--- src/rtl/tt_pll_pkg.sv ---
// Shared PLL types and constants used by the loop-filter scan controller.
package tt_pll_pkg;

    localparam int LPF_ACC_W = 32;

    typedef enum logic [1:0] {
        IDLE,
        SHIFT,
        DONE
    } scan_state_t;

    typedef enum logic {
        SCAN_READ  = 1'b0,
        SCAN_WRITE = 1'b1
    } scan_op_e;

endpackage

--- src/rtl/tt_lpf_scan_ctrl_if.sv ---
// Command/response bundle between the register block and the scan controller.
interface tt_lpf_scan_ctrl_if #(
    parameter int SCAN_LEN = tt_pll_pkg::LPF_ACC_W
);
    logic                i_cmd_valid;
    logic                o_cmd_ready;
    logic                i_cmd_write;
    logic [SCAN_LEN-1:0] i_cmd_wdata;
    logic                o_busy;
    logic                o_done;
    logic [SCAN_LEN-1:0] o_rdata;

    modport master (
        output i_cmd_valid, i_cmd_write, i_cmd_wdata,
        input  o_cmd_ready, o_busy, o_done, o_rdata
    );

    modport slave (
        input  i_cmd_valid, i_cmd_write, i_cmd_wdata,
        output o_cmd_ready, o_busy, o_done, o_rdata
    );
endinterface

--- src/rtl/tt_lpf_scan_ctrl_shreg.sv ---
// Generic left-shifting register with parallel load and serial input.
// The parallel output is an MSB-aligned window of OUT_W bits.
module tt_scan_shreg #(
    parameter int W     = 32,
    parameter int OUT_W = 32
) (
    input  logic             i_clk_gen,
    input  logic             i_rst,
    input  logic             load,
    input  logic [W-1:0]     load_data,
    input  logic             shift_en,
    input  logic             ser_in,
    output logic [OUT_W-1:0] q_out
);
    logic [W-1:0] q;

    always_ff @(posedge i_clk_gen) begin
        if (i_rst) begin
            q <= '0;
        end else if (load) begin
            q <= load_data;
        end else if (shift_en) begin
            q <= {q[W-2:0], ser_in};
        end
    end

    assign q_out = q[W-1 -: OUT_W];
endmodule

--- src/rtl/tt_lpf_scan_ctrl.sv ---
// Turns one read/write command into a single full rotation of the loop
// filter's scan chain, capturing the pre-pass accumulator on the way.
module tt_lpf_scan_ctrl
    import tt_pll_pkg::*;
#(
    parameter int SCAN_LEN = LPF_ACC_W
) (
    input  logic              i_clk_gen,
    input  logic              i_rst,
    tt_lpf_scan_ctrl_if.slave cmd,
    output logic              o_scan_en,
    output logic              o_scan_in,
    input  logic              i_scan_out
);
    localparam int               CNT_W    = $clog2(SCAN_LEN);
    localparam logic [CNT_W-1:0] CNT_LAST = CNT_W'(SCAN_LEN - 1);

    scan_state_t         state;
    scan_op_e            op;
    logic [CNT_W-1:0]    cnt;
    logic                ready_q;
    logic                busy_q;
    logic                done_q;
    logic                accept;
    logic                tx_msb;
    logic [SCAN_LEN-1:0] cap_q;

    assign accept = (state == IDLE) && cmd.i_cmd_valid;

    always_ff @(posedge i_clk_gen) begin
        if (i_rst) begin
            state   <= IDLE;
            op      <= SCAN_READ;
            cnt     <= '0;
            ready_q <= 1'b1;
            busy_q  <= 1'b0;
            done_q  <= 1'b0;
        end else begin
            case (state)
                IDLE: begin
                    done_q <= 1'b0;
                    if (accept) begin
                        state   <= SHIFT;
                        op      <= scan_op_e'(cmd.i_cmd_write);
                        cnt     <= '0;
                        ready_q <= 1'b0;
                        busy_q  <= 1'b1;
                    end
                end
                SHIFT: begin
                    // Terminal count is compared, so the counter never wraps.
                    if (cnt == CNT_LAST) begin
                        state  <= DONE;
                        busy_q <= 1'b0;
                        done_q <= 1'b1;
                    end else begin
                        cnt <= cnt + 1'b1;
                    end
                end
                DONE: begin
                    state   <= IDLE;
                    done_q  <= 1'b0;
                    ready_q <= 1'b1;
                end
                default: begin
                    state   <= IDLE;
                    ready_q <= 1'b1;
                    busy_q  <= 1'b0;
                    done_q  <= 1'b0;
                end
            endcase
        end
    end

    tt_scan_shreg #(.W(SCAN_LEN), .OUT_W(1)) u_tx (
        .i_clk_gen (i_clk_gen),
        .i_rst     (i_rst),
        .load      (accept),
        .load_data (cmd.i_cmd_wdata),
        .shift_en  (busy_q),
        .ser_in    (1'b0),
        .q_out     (tx_msb)
    );

    // Capture is never loaded: it only fills during SHIFT, so it holds the
    // last pass's result until the next pass starts overwriting it.
    tt_scan_shreg #(.W(SCAN_LEN), .OUT_W(SCAN_LEN)) u_cap (
        .i_clk_gen (i_clk_gen),
        .i_rst     (i_rst),
        .load      (1'b0),
        .load_data ('0),
        .shift_en  (busy_q),
        .ser_in    (i_scan_out),
        .q_out     (cap_q)
    );

    // Reads feed scan-out straight back so the chain rotates unchanged.
    assign o_scan_en       = busy_q;
    assign o_scan_in       = busy_q & ((op == SCAN_WRITE) ? tx_msb : i_scan_out);
    assign cmd.o_cmd_ready = ready_q;
    assign cmd.o_busy      = busy_q;
    assign cmd.o_done      = done_q;
    assign cmd.o_rdata     = cap_q;
endmodule

--- src/flat_wrapper.sv ---
// flat-port wrapper written by rule: the top's interface ports become plain ports
module tt_lpf_scan_ctrl_flat import tt_pll_pkg::*;
#(
    parameter int SCAN_LEN = LPF_ACC_W
)
  (i_clk_gen, i_rst, o_scan_en, o_scan_in, i_scan_out, cmd_i_cmd_valid, cmd_i_cmd_write, cmd_i_cmd_wdata, cmd_o_cmd_ready, cmd_o_busy, cmd_o_done, cmd_o_rdata);
  tt_lpf_scan_ctrl_if #(.SCAN_LEN(SCAN_LEN)) cmd_i ();
  input  logic i_clk_gen;
  input  logic i_rst;
  output logic o_scan_en;
  output logic o_scan_in;
  input  logic i_scan_out;
  input wire logic [$bits(cmd_i.i_cmd_valid)-1:0] cmd_i_cmd_valid;
  input wire logic [$bits(cmd_i.i_cmd_write)-1:0] cmd_i_cmd_write;
  input wire logic [$bits(cmd_i.i_cmd_wdata)-1:0] cmd_i_cmd_wdata;
  output wire logic [$bits(cmd_i.o_cmd_ready)-1:0] cmd_o_cmd_ready;
  output wire logic [$bits(cmd_i.o_busy)-1:0] cmd_o_busy;
  output wire logic [$bits(cmd_i.o_done)-1:0] cmd_o_done;
  output wire logic [$bits(cmd_i.o_rdata)-1:0] cmd_o_rdata;
  assign cmd_i.i_cmd_valid = cmd_i_cmd_valid;
  assign cmd_i.i_cmd_write = cmd_i_cmd_write;
  assign cmd_i.i_cmd_wdata = cmd_i_cmd_wdata;
  assign cmd_o_cmd_ready = cmd_i.o_cmd_ready;
  assign cmd_o_busy = cmd_i.o_busy;
  assign cmd_o_done = cmd_i.o_done;
  assign cmd_o_rdata = cmd_i.o_rdata;
  tt_lpf_scan_ctrl #(.SCAN_LEN(SCAN_LEN)) u_core (.i_clk_gen(i_clk_gen), .i_rst(i_rst), .cmd(cmd_i), .o_scan_en(o_scan_en), .o_scan_in(o_scan_in), .i_scan_out(i_scan_out));
endmodule
--- config.mk ---
export PLATFORM = sky130hd
export DESIGN_NAME = tt_lpf_scan_ctrl_flat
export DESIGN_NICKNAME = d
export VERILOG_FILES = /design/src/rtl/tt_pll_pkg.sv /design/src/rtl/tt_lpf_scan_ctrl_if.sv /design/src/rtl/tt_lpf_scan_ctrl_shreg.sv /design/src/rtl/tt_lpf_scan_ctrl.sv /design/src/flat_wrapper.sv
export SDC_FILE = /design/constraint.sdc
export NUM_CORES = 1
export LEC_CHECK = 0
export CORE_AREA = 2 2 113 115
export DETAILED_ROUTE_END_ITERATION = 10
export DIE_AREA = 0 0 115 117
export HOLD_SLACK_MARGIN = 0.12
export PLACE_DENSITY_LB_ADDON = 0.3
export REMOVE_ABC_BUFFERS = 1
export SLEW_MARGIN = 30
export SYNTH_ARGS = -nofsm -noshare
export SYNTH_HDL_FRONTEND = slang
export SYNTH_SLANG_ARGS = --single-unit
--- constraint.sdc ---
create_clock -name i_clk_gen -period 2.8 [get_ports i_clk_gen]
set_input_delay 0.28 -clock i_clk_gen [delete_from_list [all_inputs] [get_ports i_clk_gen]]
set_output_delay 0.28 -clock i_clk_gen [all_outputs]
set_load 0.1 [all_outputs]
==> results of run 1 <==
[per-stage QoR]
stage / instances / util / hold WS [ns] / instance area (sq um) / total power, W
2_1_floorplan: 273 / - / 0.3491 / 2851 / 0.001390
3_3_place_gp: 499 / 0.3024 / 0.4572 / 3724 / 0.001483
3_5_place_dp: 499 / 0.3024 / 0.4613 / 3724 / 0.001486
4_1_cts: 514 / 0.3305 / 0.4661 / 4069 / 0.002823
5_1_grt: 514 / 0.3305 / 0.4944 / 4069 / 0.002893
6_report: 514 / 0.3305 / 0.4668 / 4069 / 0.002766
[kinds of logic (layout without fill, tap and decap cells)]
family | Yosys count | count (layout) | share of synthesized area
simple gates | 86 | 86 | 0.1237
mux | 64 | 64 | 0.2147
fa+ha+maj | 2 | 2 | 0.008384
flops | 75 | 75 | 0.5031
compound gates | 44 | 44 | 0.1031
buf+inv | 28 | 93 | 0.04696
[where the power goes]
group          internal, W  total, W  switching, W  leakage [nW]
clock network     0.000878   0.00131      0.000430         0.166
registers          0.00112   0.00117     0.0000469         0.613
logic             0.000140  0.000293      0.000153         0.800
[worst max-delay path, delay by kind of cell (launching register included)]
family	cells	cell delay [ns]
and+or+nand+nor	3	1.08
adders and majority gates	2	0.41
DFF	1	0.33
AOI/OAI and AO/OA	1	0.13
[final cells by class]
cell class,instances,area [sq um],area share
clock buffer,12,277.8,0.06827
clock inverter,3,67.56,0.01661
inverter,2,7.507,0.001845
multi-input combinational,196,1343,0.3300
sequential,75,1505,0.3699
tap,150,187.7,0.04613
timing repair buffer,76,680.7,0.1673
[sequential cells by signal (all words and copies together), names as in the netlist]
| signal | flops |
|---|---|
| u_core.u_tx.q | 32 |
| u_core.cnt | 5 |
| u_core.op | 1 |
| u_core.u_cap.q_out | 32 |
| u_core.cmd.o_done | 1 |
| u_core.state | 2 |
| u_core.cmd.o_busy | 1 |
| u_core.cmd.o_cmd_ready | 1 |
[final timing paths]
check | to | cells after the start | from | slack, ns
worst max-delay path | u_core.cnt[3] | 6 | u_core.cnt[0] | 0.77
worst max register to register | u_core.cnt[3] | 6 | u_core.cnt[0] | 0.77
worst min register to register | u_core.op | 2 | u_core.op | 0.47
worst min-delay path | u_core.u_cap.q_out[0] | 2 | i_rst | 0.47
[per-layer routing]
| layer | track usage | wire length (microns) | up-vias |
|---|---|---|---|
| met5 | 0 | 0 | - |
| met4 | 0.05783 | 116 | 0 |
| met3 | 0.02678 | 318 | 9 |
| met2 | 0.1588 | 2953 | 47 |
| met1 | 0.1168 | 2875 | 1036 |
| li1 | - | - | 1174 |
[synthesized netlist by cell type]
cell type and number:
a211oi_1 32, a21oi_1 7, and3_1 1, and3_2 1, buf_2 7, buf_4 1
buf_6 3, clkbuf_1 15, dfxtp_1 75, ha_1 2, inv_1 2, mux2i_1 64
nand2_1 6, nand2b_1 1, nand3_1 3, nand3b_1 1, nand4b_1 1, nor2_1 65
nor2b_1 1, nor3b_1 2, o211a_1 1, o21ai_0 3, o31ai_1 1, or3_1 2
or3b_1 2
==> out/metrics.yaml, run 1 <==
status:
  status: "completed"
hold_path:
  holdCritPathClass: "primary input to flop"
drt:
  vias_per_cell: 4.409
  dr_total_vias: 2266
  dr.pass1.iters: 4
  first_iter_violations: 107
  remaining_drc_errors: 0
  routed_wl_microns: 6262
  ant_nets: 0
  routedWlPerCell_microns: 12.18
pwr:
  leakage_nw: 1.579
  vdd_drop_max_v: 0.0002326
  p_per_area_nw_per_um2: 679.7
worst_setup_path:
  criticalPathCategory: "flop to flop"
  arrival_ns: 2.29
  slowest_delay_ns: 0.52
  cp_slowest_cell: "or3b_1"
  startpoint_type: "flop"
  cp_max_fo: 10
  critPathCaptureType: "flop"
  critPathRequiredTime_ns: 3.06
  worst_path_most_repeated_cell: "ha_1"
  path_cells: "ha_1 > and3_1 > ha_1 > or3b_1 > or3_1 > a21oi_1"
finish:
  final_common_cell: "dfxtp_1"
  fillCellCount: 1287
  diodes: 0
  nets: 399
  syn_to_final_growth_pct: 36.35
  layout_common_cells: "dfxtp_1, nor2_1, mux2i_1"
  layout-drive-gt1-share: 0.1621
placed_design:
  port_buffers: 73
  gp_congestion: 0.7071
  hpwl_microns: 4004
  dp_slack_ns: 0.7804
timing:
  relSlewSlack: 0.5602
  skew_ns: 0.003508
  rsz0062_at_grt: "no"
  fin_crit_ns: 2.025
  tightest_slew_ns: 0.6597
  finalWorstSetupSlack_ns: 0.7750
  setup_viol: 0
  slew_viol_final: 0
  hold_viol_final: 0
  finalSetupTns_ns: 0
  post-route-period-util: 0.7232
  fmax_ghz: 0.4938
logic_synthesis:
  synth_area_leaders: "dfxtp_1, mux2i_1, nor2_1"
  postSynthAreaPerCell_sq_um: 9.980
  ys_types: 25
  ys_seq_elements: 75
  synth_cells: 299
  yosysTopAreaCellShare: 0.5031
  ys_warn_count: 0
  yosysTopAreaCell: "dfxtp_1"
  yosysSeqAreaShare: 0.5031
  synth_area_sq_um: 2984
global_route:
  antenna_found_initial: 0
  gr-total-overflow: 0
  grt_pass1_wl_microns: 10260
  grt_max_degree: 70
  grt_pass1_vias: 2131
  track_usage: 0.09796
clocking:
  post_cts_buffers: 0
  numCtsBuffers: 9
  clk_latency_ns: 0.33
  h-tree-depth: 3
  cts.sinks: 75
  cts_tree: "done"
  cts_buffer_depth: 2
  ctsHoldBuffers: 0
  post_cts_resized: 0
  cts_root_buffer: "clkbuf_16"
  clk_pin_slew_ns: 0.06
floorplanning:
  io_pins: 74
  start_util: 0.2424
  die_h_microns: 117
  rows: 41
  dieArea_sq_um: 13460
  die_x_microns: 115
  core_area_sq_um: 12310
run:
  max_cap_viol_count: 0
Power figures use the tool's default switching activity.
==> run 2, diff against run 1 <==
==> constraint.sdc (replaced) <==
create_clock -name i_clk_gen -period 1.9 [get_ports i_clk_gen]
set_input_delay 0.19 -clock i_clk_gen [delete_from_list [all_inputs] [get_ports i_clk_gen]]
set_output_delay 0.19 -clock i_clk_gen [all_outputs]
set_load 0.1 [all_outputs]
==> out/metrics.yaml, run 2 (same netlist as run 1, synthesis figures left out) <==
status:
  status: "completed"
global_route:
  grt_max_degree: 70  # unchanged
  grt_pass1_wl_microns: 10570  # +3.0%
  antenna_found_initial: 0  # unchanged
  gr-total-overflow: 0  # unchanged
  track_usage: 0.09910  # +0.001145
  grt_pass1_vias: 2265  # +6.3%
clocking:
  cts_buffer_depth: 2  # unchanged
  clk_latency_ns: 0.33  # about the same
  clk_pin_slew_ns: 0.06  # about the same
  numCtsBuffers: 9  # unchanged
  cts_tree: "done"
  cts.sinks: 75  # unchanged
  cts_root_buffer: "clkbuf_16"
  h-tree-depth: 3  # unchanged
  ctsHoldBuffers: 0  # unchanged
pwr:
  p_int_w: 0.002933  # +37%
  power_w: 0.003893  # +41%
  p_switching_w: 0.0009595  # +52%
  p_per_area_nw_per_um2: 939.7  # +38%
  p_clk_frac: 0.438  # -0.035
  comb_power_share: 0.124  # +0.018
  power.share.switching: 0.2465  # +0.01892
  vdd_drop_max_v: 0.0004545  # +95%
  leakage_nw: 1.594  # +0.95%
  p_seq_frac: 0.438  # +0.017
drt:
  first_iter_violations: 85  # -21%
  vias_per_cell: 4.413  # +0.11%
  ant_nets: 0  # unchanged
  dr_total_vias: 2295  # +1.3%
  routed_wl_microns: 6424  # +2.6%
  remaining_drc_errors: 0  # unchanged
  dr.pass1.iters: 4  # unchanged
  routedWlPerCell_microns: 12.35  # +1.4%
worst_setup_path:
  cp_max_fo: 5  # -5
  worst-path-buf-inv: 0  # unchanged
  reg2reg_from: "u_core.cnt[0]"
  timing.rr.end: "u_core.cnt[3]"
  slowest_delay_ns: 0.39  # -0.13 ns
  critical-path-top-delay-family: "simple AND/OR/NAND/NOR gates"
  r2r_cells: 6  # unchanged
  critPathCaptureType: "flop"
  cp_slowest_cell: "or3b_4"
  startpoint_type: "flop"
  critPathRequiredTime_ns: 2.16  # -0.90 ns
  criticalPathCategory: "flop to flop"
  path_cells: "ha_1 > and3_1 > ha_2 > or3b_4 > or3_4 > a21oi_2"
  arrival_ns: 2.08  # -0.21 ns
  reg2reg_slack_ns: 0.08  # -0.70 ns
timing:
  tightest_slew_ns: 0.3757  # -0.2840 ns
  fin_crit_ns: 1.822  # -0.2033 ns
  hold_ws_ns: 0.2746  # -0.1923 ns
  relSlewSlack: 0.7496  # +0.1893
  setup_viol: 0  # unchanged
  skew_ns: 0.005858  # +0.002350 ns
  post-route-period-util: 0.9588  # +0.2356
  hold_viol_final: 0  # unchanged
  slew_viol_final: 0  # unchanged
  fmax_ghz: 0.5489  # +11%
floorplanning:
  core_area_sq_um: 12310  # unchanged
  io_pins: 74  # unchanged
  die_x_microns: 115  # unchanged
  start_util: 0.2424  # unchanged
  die_h_microns: 117  # unchanged
  dieArea_sq_um: 13460  # unchanged
  rows: 41  # unchanged
finish:
  layout_common_cells: "dfxtp_1, nor2_1, mux2i_1"
  nets: 404  # +1.3%
  final_cells: 520  # +1.2%
  diodes: 0  # unchanged
  final_area_sq_um: 4143  # +1.8%
  final_common_cell: "dfxtp_1"
  syn_to_final_growth_pct: 38.83
  layout-drive-gt1-share: 0.1892  # +0.02710
hold_path:
  hold_start: "i_rst"
  hold_end: "u_core.cnt[1]"
  holdCritPathClass: "primary input to flop"
  whs_path_depth: 2  # unchanged
run:
  max_cap_viol_count: 0  # unchanged
placed_design:
  placed_cells: 504  # +1.0%
  dpl_cell_area_sq_um: 3824  # +2.7%
  hpwl_microns: 4299  # +7.4%
  gp_congestion: 0.6831  # -3.4%
  port_buffers: 73  # unchanged
run 2: how the worst max path moves through the flow:
stage | cells past startpoint | to | start | slack [ns]
floorplan | 1 | o_scan_in | u_core.cmd.o_busy | -3.39
finish | 6 | u_core.cnt[3] | u_core.cnt[0] | 0.08
detailed placement | 6 | u_core.cnt[3] | u_core.cnt[0] | 0.03
global route | 6 | u_core.cnt[3] | u_core.cnt[0] | -0.002
CTS | 6 | u_core.cnt[3] | u_core.cnt[0] | 0.01
global placement | 6 | u_core.cnt[3] | u_core.cnt[0] | 0.07
run 2: power by group through the flow:
stage	Clock [W]	Sequential (W)	Combinational (W)
final	0.00171	0.00170	0.000482
after global routing	0.00184	0.00171	0.000524
after CTS	0.00178	0.00171	0.000488
after detailed placement	0	0.00174	0.000486
after global placement	0	0.00174	0.000482
after floorplan	0	0.00181	0.000237
run 2: cell type report:
class                           instances  area, sq um
Inverter                                2        7.507
Fill cell                            1297         8169
Multi-Input combinational cell        196         1356
Clock buffer                           10        239.0
Tap cell                              150        187.7
Clock inverter                          6        65.06
Sequential cell                        75         1506
Timing Repair Buffer                   81        780.7
run 2: repair_timing:
action | CTS | global route
resized for setup | 0 | 5
setup endpoints to repair | 0 | 4
buffers inserted | 0 | 0
run 2: routing by layer:
layer,vias up,track usage,share of wire
li1,1177,-,-
met1,1062,0.1192,0.46
met2,47,0.1694,0.49
met3,9,0.02369,0.045
met4,0,0.04337,0.013
met5,-,0,0
run 2: worst register-to-register path, stage by stage (launching register included):
cell     delay [ns]
dfxtp_2        0.32
ha_1           0.20
and3_1         0.19
ha_2           0.17
or3b_4         0.39
or3_4          0.38
a21oi_2        0.11
run 2: per-stage QoR:
step | setup slack (ns) | util | setup TNS, ns
detailed placement | 0.02821 | 0.3106 | 0
global placement | 0.06660 | 0.3106 | 0
finish | 0.07830 | 0.3365 | 0
floorplan | -3.394 | - | -156.09
global route | -0.002272 | 0.3365 | -0.002272
CTS | 0.009558 | 0.3353 | 0
==> run 3, diff against run 2 <==
--- a/config.mk
+++ b/config.mk
@@ -5,9 +5,10 @@
 export SDC_FILE = /design/constraint.sdc
 export NUM_CORES = 1
 export LEC_CHECK = 0
-export CORE_AREA = 2 2 113 115
+export ABC_AREA = 1
+export CORE_AREA = 2 2 118 120
 export DETAILED_ROUTE_END_ITERATION = 10
-export DIE_AREA = 0 0 115 117
+export DIE_AREA = 0 0 120 122
 export HOLD_SLACK_MARGIN = 0.12
 export PLACE_DENSITY_LB_ADDON = 0.3
 export REMOVE_ABC_BUFFERS = 1
==> out/metrics.yaml, run 3 <==
floorplanning:
  rows: 43  # +4.9%
  die_x_microns: 120  # +4.3%
  core_area_sq_um: 13500  # +9.7%
  io_pins: 74  # unchanged
  dieArea_sq_um: 14640  # +8.8%
  start_util: 0.2421  # -0.0002767
  die_h_microns: 122  # +4.3%
clocking:
  clk_pin_slew_ns: 0.06  # about the same
  h-tree-depth: 3  # unchanged
  cts.sinks: 75  # unchanged
  clk_latency_ns: 0.33  # about the same
  post_cts_resized: 0  # unchanged
  ctsHoldBuffers: 0  # unchanged
  post_cts_buffers: 0  # unchanged
  cts_buffer_depth: 2  # unchanged
  numCtsBuffers: 9  # unchanged
  cts_root_buffer: "clkbuf_16"
  cts_tree: "done"
pwr:
  leakage_nw: 1.846  # +16%
  p_clk_frac: 0.386  # -0.052
  power.share.switching: 0.3277  # +0.08124
  p_per_area_nw_per_um2: 1082  # +15%
  comb_power_share: 0.240  # +0.116
  vdd_drop_max_v: 0.0003959  # -13%
  p_switching_w: 0.001568  # +63%
  p_int_w: 0.003216  # +9.6%
  p_seq_frac: 0.374  # -0.064
logic_synthesis:
  yosysTopAreaCell: "dfxtp_1"
  yosysTopAreaCellShare: 0.4592  # -0.04390
  async_flop_share: 0  # unchanged
  postSynthAreaPerCell_sq_um: 7.551  # -24%
  yosysSeqAreaShare: 0.4592  # -0.04390
  synth.top_cells.by_count: "nor2_1, dfxtp_1, o21ai_0, nand2_1"
  synth_most_common_cell: "nor2_1"
  ys_warn_count: 0  # unchanged
  synth_ff_type: "dfxtp_1"
  synth-edff-count: 0  # unchanged
  synth_area_sq_um: 3269  # +9.6%
  synth_area_leaders: "dfxtp_1, nor2_1, o21ai_0"
  ys_seq_elements: 75  # unchanged
  ys_types: 25  # unchanged
  synth_cells: 433  # +45%
finish:
  layout_common_cells: "nor2_1, dfxtp_1, o21ai_0"
  fillCellCount: 1471  # +13%
  layout-drive-gt1-share: 0.2291  # +0.03989
  final_common_cell: "nor2_1"
  nets: 536  # +33%
  diodes: 0  # unchanged
  syn_to_final_growth_pct: 35.17
worst_setup_path:
  slowest_delay_ns: 0.37  # -0.02 ns
  criticalPathCategory: "flop to flop"
  worst_path_most_repeated_cell: "nand2_1"
  critPathRequiredTime_ns: 2.13  # -0.03 ns
  arrival_ns: 1.84  # -0.24 ns
  startpoint_type: "flop"
  cp_max_fo: 6  # +1
  cp_slowest_cell: "dfxtp_1"
  path_cells: "ha_1 > nand2_1 > nor2_1 > ha_1 > inv_1 > nand3_1 > nand2_1 > nand2_1 > nand2_1 > inv_1 > nor2_1"
  critPathCaptureType: "flop"
run:
  max_cap_viol_count: 0  # unchanged
placed_design:
  port_buffers: 73  # unchanged
  dp_slack_ns: 0.3168  # +0.2886 ns
  gp_congestion: 0.7153  # +4.7%
  hpwl_microns: 5001  # +16%
drt:
  remaining_drc_errors: 0  # unchanged
  ant_nets: 0  # unchanged
  routedWlPerCell_microns: 11.07  # -10%
  routed_wl_microns: 7549  # +18%
  dr.pass1.iters: 4  # unchanged
  vias_per_cell: 4.179  # -5.3%
  dr_total_vias: 2850  # +24%
  first_iter_violations: 199  # +130%
timing:
  rsz0062_at_grt: "no"
  finalWorstSetupSlack_ns: 0.2902  # +0.2119 ns
  hold_viol_final: 0  # unchanged
  relSlewSlack: 0.7345  # -0.01506
  hold_ws_ns: 0.3133  # +0.03871 ns
  skew_ns: 0.004255  # -0.001603 ns
  setup_viol: 0  # unchanged
  tightest_slew_ns: 0.3983  # +0.02260 ns
  fin_crit_ns: 1.610  # -0.2119 ns
  post-route-period-util: 0.8473  # -0.1115
  fmax_ghz: 0.6212  # +13%
  slew_viol_final: 0  # unchanged
global_route:
  track_usage: 0.1106  # +0.01152
  gr-total-overflow: 0  # unchanged
  antenna_found_initial: 0  # unchanged
  grt_pass1_wl_microns: 12950  # +23%
  grt_pass1_vias: 2813  # +24%
  grt_max_degree: 42  # -40%
hold_path:
  holdCritPathClass: "primary input to flop"
status:
  status: "completed"
[run 3: cell types whose count changed in the layout (fill, tap and decap cells not counted), sizes merged, moves of 2 or more]
cell / delta
nor3b: -2
nand2: +43
and3: -2
a211oi: -32
inv: +25
nand3: +5
nor3: +30
o21ai: +66
nor2: +71
or3b: -2
clkinvlp: -2
or3: -2
mux2i: -64
[run 3: cell families after synthesis]
logic type                 Yosys count  synth area share
and+or+nand+nor                    224            0.3295
AOI/OAI and AO/OA                   76            0.1175
DFF                                 75            0.4592
buffers and inverters               56           0.08610
adders and majority gates            2          0.007653
[run 3: area by class of cell]
| class | count | area, sq um | area share |
|---|---|---|---|
| sequential | 75 | 1503 | 0.3400 |
| clock inverter | 6 | 88.84 | 0.02010 |
| inverter | 27 | 101.3 | 0.02293 |
| clock buffer | 10 | 239.0 | 0.05408 |
| multi-input combinational | 302 | 1486 | 0.3364 |
| timing repair buffer | 82 | 775.7 | 0.1755 |
| tap | 180 | 225.2 | 0.05096 |
[run 3: final timing paths]
path                     startpoint                      to  slack (ns)  cells after the start
max reg2reg           u_core.cnt[0]           u_core.cnt[2]        0.29                     11
min                           i_rst       u_core.u_tx.q[30]        0.31                      3
max                   u_core.cnt[0]           u_core.cnt[2]        0.29                     11
min reg2reg  u_core.cmd.o_cmd_ready  u_core.cmd.o_cmd_ready        0.48                      2
[run 3: power groups by stage]
stage               combinational (W)  clock [W]  sequential (W)
global placement              0.00115          0         0.00182
detailed placement            0.00116          0         0.00182
finish                        0.00115    0.00185         0.00179
floorplan                    0.000334          0         0.00230
global route                  0.00125    0.00199         0.00181
CTS                           0.00116    0.00192         0.00179
[run 3: worst max-delay path, delay by kind of cell, from the launching register on]
| kind | cells | cell delay [ns] |
|---|---|---|
| DFF | 1 | 0.37 |
| buffers and inverters | 2 | 0.14 |
| adders and majority gates | 2 | 0.40 |
| and+or+nand+nor | 7 | 0.60 |
[run 3: stage by stage]
stage	power [W]	instance area [sq um]	cells	TNS, ns	utilization
2_1_floorplan	0.002632	3089	404	-123.44	-
3_3_place_gp	0.002970	4091	666	0	0.3030
3_5_place_dp	0.002986	4091	666	0	0.3030
4_1_cts	0.004878	4419	682	0	0.3272
5_1_grt	0.005043	4419	682	0	0.3272
6_report	0.004783	4419	682	0	0.3272
[run 3: routing by layer]
metal	up-vias	wire, microns	track usage
li1	1502	-	-
met1	1274	3516	0.1327
met2	65	3561	0.1861
met3	9	367	0.03371
met4	0	104	0.04191
met5	-	0	0
